## src/rtl/keypad_pkg.sv

```systemverilog
`default_nettype none
// ============================================================================
// Module   : keypad_pkg
// Purpose  : Shared constants, FSM encoding and row priority helper for the keypad scanner
// Revision : 1.0 - initial release
// ============================================================================
package keypad_pkg;

   localparam int KEY_ROWS = 4;
   localparam int KEY_COLS = 4;
   localparam int DIGITS   = 8;

   localparam logic [1:0] SCAN     = 2'd0;
   localparam logic [1:0] DEBOUNCE = 2'd1;
   localparam logic [1:0] HELD     = 2'd2;

   // Lowest-numbered low row wins when several keys share a column
   function automatic logic [1:0] lowest_low(input logic [KEY_ROWS-1:0] rows_n);
      logic [1:0] idx;
      idx = 2'd0;
      for (int i = KEY_ROWS - 1; i >= 0; i--) begin
         if (!rows_n[i]) idx = 2'(i);
      end
      return idx;
   endfunction

endpackage
`default_nettype wire

```

## src/rtl/scan_tick_gen.sv

```systemverilog
`default_nettype none
// ============================================================================
// Module   : scan_tick_gen
// Purpose  : Free-running divider, one-cycle tick every SCAN_DIV clocks
// Revision : 1.0 - initial release
// ============================================================================
module scan_tick_gen #(
   parameter int SCAN_DIV = 150000
) (
   input  logic clk,
   input  logic rst_n,
   output logic tick
);

   localparam int              c_div_w = (SCAN_DIV > 2) ? $clog2(SCAN_DIV) : 1;
   localparam logic [c_div_w-1:0] c_div_last = c_div_w'(SCAN_DIV - 1);

   logic [c_div_w-1:0] r_div;

   always_ff @(posedge clk or negedge rst_n) begin
      if (!rst_n) begin
         r_div <= '0;
      end else if (r_div == c_div_last) begin
         r_div <= '0;
      end else begin
         r_div <= r_div + c_div_w'(1);
      end
   end

   assign tick = (r_div == c_div_last);

endmodule
`default_nettype wire

```

## src/rtl/keypad_hex_entry.sv

```systemverilog
`default_nettype none
// ============================================================================
// Module   : keypad_hex_entry
// Purpose  : 4x4 hex keypad scanner with debounce, key events and 32-bit entry register
// Revision : 1.0 - initial release
// ============================================================================
module keypad_hex_entry
   import keypad_pkg::*;
#(
   parameter int SCAN_DIV       = 150000,
   parameter int DEBOUNCE_TICKS = 4
) (
   input  logic        clk,
   input  logic        rst_n,
   input  logic [3:0]  row_n,
   output logic [3:0]  col_n,
   input  logic        clear,
   output logic [3:0]  key_code,
   output logic        key_valid,
   output logic [31:0] value,
   output logic [3:0]  digit_count
);

   localparam int                 c_cnt_w    = (DEBOUNCE_TICKS > 2) ? $clog2(DEBOUNCE_TICKS) : 1;
   localparam logic [c_cnt_w-1:0] c_cnt_last = c_cnt_w'(DEBOUNCE_TICKS - 1);
   localparam logic [3:0]         c_max_dig  = 4'(DIGITS);

   logic [3:0]         r_sync1;
   logic [3:0]         r_rs_n;
   logic [1:0]         r_state;
   logic [1:0]         r_col;
   logic [1:0]         r_row;
   logic [c_cnt_w-1:0] r_cnt;

   logic w_tick;
   logic w_any_low;
   logic w_row_low;
   logic w_accept;

   scan_tick_gen #(
      .SCAN_DIV (SCAN_DIV)
   ) u_tick (
      .clk   (clk),
      .rst_n (rst_n),
      .tick  (w_tick)
   );

   always_ff @(posedge clk or negedge rst_n) begin
      if (!rst_n) begin
         r_sync1 <= 4'b1111;
         r_rs_n  <= 4'b1111;
      end else begin
         r_sync1 <= row_n;
         r_rs_n  <= r_sync1;
      end
   end

   assign w_any_low = ~&r_rs_n;
   assign w_row_low = ~r_rs_n[r_row];
   assign w_accept  = w_tick && (r_state == DEBOUNCE) && w_row_low && (r_cnt == c_cnt_last);
   assign col_n     = ~(4'b0001 << r_col);

   always_ff @(posedge clk or negedge rst_n) begin
      if (!rst_n) begin
         r_state   <= SCAN;
         r_col     <= 2'd0;
         r_row     <= 2'd0;
         r_cnt     <= '0;
         key_code  <= 4'h0;
         key_valid <= 1'b0;
      end else begin
         key_valid <= 1'b0;
         if (w_tick) begin
            case (r_state)
               SCAN: begin
                  if (w_any_low) begin
                     r_row   <= lowest_low(r_rs_n);
                     r_cnt   <= c_cnt_w'(1);
                     r_state <= DEBOUNCE;
                  end else begin
                     r_col <= r_col + 2'd1;
                  end
               end
               DEBOUNCE: begin
                  if (w_accept) begin
                     key_code  <= {r_row, r_col};
                     key_valid <= 1'b1;
                     r_state   <= HELD;
                     r_cnt     <= '0;
                  end else if (w_row_low) begin
                     r_cnt <= r_cnt + c_cnt_w'(1);
                  end else begin
                     r_state <= SCAN;
                     r_col   <= r_col + 2'd1;
                     r_cnt   <= '0;
                  end
               end
               HELD: begin
                  // Only the latched key matters here; a bounce back low restarts release counting
                  if (w_row_low) begin
                     r_cnt <= '0;
                  end else if (r_cnt == c_cnt_last) begin
                     r_state <= SCAN;
                     r_col   <= r_col + 2'd1;
                     r_cnt   <= '0;
                  end else begin
                     r_cnt <= r_cnt + c_cnt_w'(1);
                  end
               end
               default: begin
                  r_state <= SCAN;
                  r_cnt   <= '0;
               end
            endcase
         end
      end
   end

   always_ff @(posedge clk or negedge rst_n) begin
      if (!rst_n) begin
         value       <= 32'h0;
         digit_count <= 4'd0;
      end else if (clear) begin
         value       <= 32'h0;
         digit_count <= 4'd0;
      end else if (w_accept) begin
         value <= {value[27:0], r_row, r_col};
         if (digit_count != c_max_dig) digit_count <= digit_count + 4'd1;
      end
   end

endmodule
`default_nettype wire

```

## config.mk

```make
export PLATFORM = sky130hd
export DESIGN_NAME = keypad_hex_entry
export DESIGN_NICKNAME = d
export VERILOG_FILES = /design/src/rtl/keypad_pkg.sv /design/src/rtl/scan_tick_gen.sv /design/src/rtl/keypad_hex_entry.sv
export SDC_FILE = /design/constraint.sdc
export NUM_CORES = 1
export LEC_CHECK = 0
export CORE_ASPECT_RATIO = 1.1
export CORE_MARGIN = 2
export CORE_UTILIZATION = 35
export DETAILED_ROUTE_END_ITERATION = 8
export PLACE_DENSITY = 0.57
export SYNTH_ARGS = -nofsm -noshare
export SYNTH_HDL_FRONTEND = slang
export SYNTH_SLANG_ARGS = --single-unit
export TNS_END_PERCENT = 100
```

## constraint.sdc

```tcl
create_clock -name clk -period 2.4 [get_ports clk]
set_input_delay 0.24 -clock clk [delete_from_list [all_inputs] [get_ports clk]]
set_output_delay 0.24 -clock clk [all_outputs]
set_load 0.02 [all_outputs]
```

==> results of run 1 <==
[power groups by stage]
stage               clock (mW)  sequential [mW]  combinational (mW)
floorplan                    0             1.30              0.0140
global placement             0             1.30              0.0576
finish                   0.981             1.28              0.0565
global route              1.07             1.28              0.0651
CTS                       1.02             1.28              0.0590
detailed placement           0             1.30              0.0577
[cell usage in the layout, fill, tap and decap left out, types with 10 or more instances in the layout]
cell	synthesis	layout
nand2_1	83	82
dfrtp_1	67	67
clkdlybuf4s50_1	0	50
a21oi_1	38	38
nor2_1	17	17
inv_1	14	14
buf_4	0	14
nand3_1	11	11
xnor2_1	10	10
clkbuf_8	0	10
[path summary, 6_finish.rpt]
kind / start / end / slack, ns
setup / recovery: u_tick.r_div[10]$_DFF_PN0_ / digit_count[1]$_DFFE_PN0P_ / 0.05
hold / removal: row_n[0] / r_sync1[0]$_DFF_PN1_ / 0.30
setup reg to reg: u_tick.r_div[10]$_DFF_PN0_ / digit_count[1]$_DFFE_PN0P_ / 0.05
hold reg to reg: r_sync1[3]$_DFF_PN1_ / r_rs_n[3]$_DFF_PN1_ / 0.36
max in group asynchronous: rst_n / r_sync1[0]$_DFF_PN1_ / 1.59
min in group asynchronous: rst_n / value[29]$_DFFE_PN0P_ / 0.45
[per-layer routing]
layer / global-route usage, % / vias to the layer above / wire length [µm]
li1: - / 1237 / -
met1: 18.0 / 1216 / 3060
met2: 23.3 / 61 / 3480
met3: 4.79 / 5 / 338
met4: 4.73 / 0 / 65
met5: 0 / - / 0
[cell families (layout without fill, tap and decap cells)]
logic type	after synthesis	count (layout)	synth area share, %
mux	5	5	1.97
buf+inv	27	99	4.44
compound gates	56	56	9.33
fa+ha+maj	8	8	3.03
xor+xnor	16	16	4.25
simple gates	143	143	19.8
flops	75	75	57.2
[what timing repair did]
| item | 4_1_cts | 5_1_grt |
|---|---|---|
| hold buffers | 1 | 0 |
| buffers inserted | 0 | 0 |
| resized for setup | 0 | 3 |
| setup endpoints to repair | 0 | 37 |
| endpoints found under the hold margin | 67 | 0 |
[state kept, by name, summed over array words and instances, names as in the netlist]
register / count
digit_count: 4
key_code: 4
key_valid: 1
r_cnt: 2
r_col: 2
r_row: 2
r_rs_n: 4
r_state: 2
r_sync1: 4
u_tick.r_div: 18
value: 32
[worst reg2reg max path, stage by stage, from the launching register on]
cell and delay (ns):
dfrtp_1 0.39, or4b_4 0.55, or4_4 0.54, nor4_2 0.47, mux2i_1 0.23, nor2_1 0.05
[final cells by class]
class                      count  area share [%]
tap                          117            3.45
clock inverter                 6            1.50
timing repair buffer          69            16.0
sequential                    75            44.4
clock buffer                  10            3.24
inverter                      14            1.24
multi-input combinational    228            30.1
==> results.sh, run 1 <==
export IMPL_synthFlopType="dfrtp_1"
export IMPL_hold_viol_final=0
export IMPL_post_drt_via_cell_ratio=4.85
export IMPL_combPwrFrac_pct=2.4
export IMPL_tns_ns=0
export IMPL_period_share_pct=98.0
export IMPL_dpl_instance_area_um2=4020
export IMPL_wire_per_inst_um=13.4
export IMPL_period_minus_slack_ns=2.35
export IMPL_coreArea_um2=9260
export IMPL_place_ws_ns=0.0472
export IMPL_syn_area_um2=3300
export IMPL_drv_slew=0
export IMPL_cpMaxStageDelayCell="or4b_4"
export IMPL_critPathMaxStageDelay_ns=0.55
export IMPL_synthDistinctLibCells=36
export IMPL_clockBufferDepth=2
export IMPL_dr_total_vias=2519
export IMPL_area_delta_synth_final_pct=28.7
export IMPL_path_cells="or4b_4, or4_4, nor4_2, mux2i_1, nor2_1"
export IMPL_p_seq_share_pct=55.2
export IMPL_end_kind="register"
export IMPL_htree_levels=3
export IMPL_worstMarginPinSlew_ns=0.610
export IMPL_route_detailed_drc=0
export IMPL_grt_overflow=0
export IMPL_maxCapViolCount=0
export IMPL_outcome="finished, final reports clean"
export IMPL_drt_pass1_iterations=4
export IMPL_final_cell_area_um2=4250
export IMPL_cts_tree="yes"
export IMPL_place_hpwl_mm=4.65
export IMPL_p_sw_share_pct=22.3
export IMPL_drive_above_1_share_pct=13.2
export IMPL_reg2reg_depth=5
export IMPL_vdd_drop_max_v=0.000358
export IMPL_crit_arrival_ns=2.57
export IMPL_critPathTopFamily="simple AND/OR/NAND/NOR gates"
export IMPL_grt_max_degree=76
export IMPL_instances_no_fill=519
export IMPL_hold_class="input port to register"
export IMPL_register_area_um2=1890
export IMPL_route_antenna_remaining_nets=0
export IMPL_die_w_um=96.6
export IMPL_io_pins=52
export IMPL_die_height_um=106
export IMPL_start_util_pct=35.6
export IMPL_power_density_nw_per_um2=546
export IMPL_maxSlewHeadroom_pct=58.8
export IMPL_fin_total_pwr_mw=2.32
export IMPL_numClockSinks=75
export IMPL_required_ns=2.62
export IMPL_p_clk_share_pct=42.4
export IMPL_p_int_mw=1.80
export IMPL_crit_buf_inv=0
export IMPL_rows=37
export IMPL_place_gp_congestion=0.798
export IMPL_diodes=0
export IMPL_critical_path_class="register to register"
export IMPL_layout_setup_ws_ns=0.0488
export IMPL_synth_top_area_share_pct=50.8
export IMPL_clock_latency_ns=0.35
export IMPL_ys_async_sr_fraction_pct=100
export IMPL_final_core_util_pct=45.9
export IMPL_cts_clk_slew_worst_paths_ns=0.08
export IMPL_postSynthCellCount=330
export IMPL_multi_input_area_um2=1280
export IMPL_ys_seq_elements=75
export IMPL_grt_pass1_vias=2408
export IMPL_synth_avg_cell_area_um2=10.0
export IMPL_p_sw_mw=0.516
export IMPL_drtIter0Drc=120
export IMPL_drt_total_wl_mm=6.95
export IMPL_fmax_mhz=425
export IMPL_grtUsageTotal_pct=14.4
export IMPL_fillers=891
export IMPL_crit_cells=5
export IMPL_synth_area_leader_cell="dfrtp_1"
export IMPL_cp_max_fo=4
export IMPL_dpl_cell_count=502
export IMPL_synthTopCellsByCount="nand2_1 (83), dfrtp_1 (67), a21oi_1 (38)"
export IMPL_synth_most_common_cell="nand2_1"
export IMPL_fin_worst_hold_slack_ns=0.301
export IMPL_yosys_warnings=0
export IMPL_cts_buffers=9
export IMPL_antenna_found_initial=0
export IMPL_numPortBuffers=51
export IMPL_dieArea_um2=10200
export IMPL_synth_area_leaders="dfrtp_1 (51%), nand2_1 (9.4%), dfstp_2 (6.4%), a21oi_1 (5.8%), ha_1 (3.0%)"
export IMPL_finish_net_count=412
export IMPL_rsz0062_at_grt="true"
export IMPL_syn_nets=345
export IMPL_setup_violations=0
export IMPL_synth_edf_count=0
export IMPL_worstHoldPathCells=1
export IMPL_total_leakage_power_nw=1.80
export IMPL_yosysSeqAreaShare_pct=57.2
export IMPL_cp_start_kind="register"
export IMPL_fin_skew_ns=0.0102
export IMPL_grt_pass1_wl_mm=11.4
export IMPL_cts_root_buf="clkbuf_8"
Power figures use the tool's default switching activity.
==> run 2: changes to the inputs <==
--- a/config.mk
+++ b/config.mk
@@ -10,6 +10,7 @@
 export CORE_UTILIZATION = 35
 export DETAILED_ROUTE_END_ITERATION = 8
 export PLACE_DENSITY = 0.57
+export SKIP_CTS_REPAIR_TIMING = 1
 export SYNTH_ARGS = -nofsm -noshare
 export SYNTH_HDL_FRONTEND = slang
 export SYNTH_SLANG_ARGS = --single-unit
==> results of run 2 <==
The final DEF is identical to that of run 1; final timing and power are the same.
Main changes from that run: via count of the first global-routing pass 2408 -> 2396; met2 usage 23.3% -> 23.2%
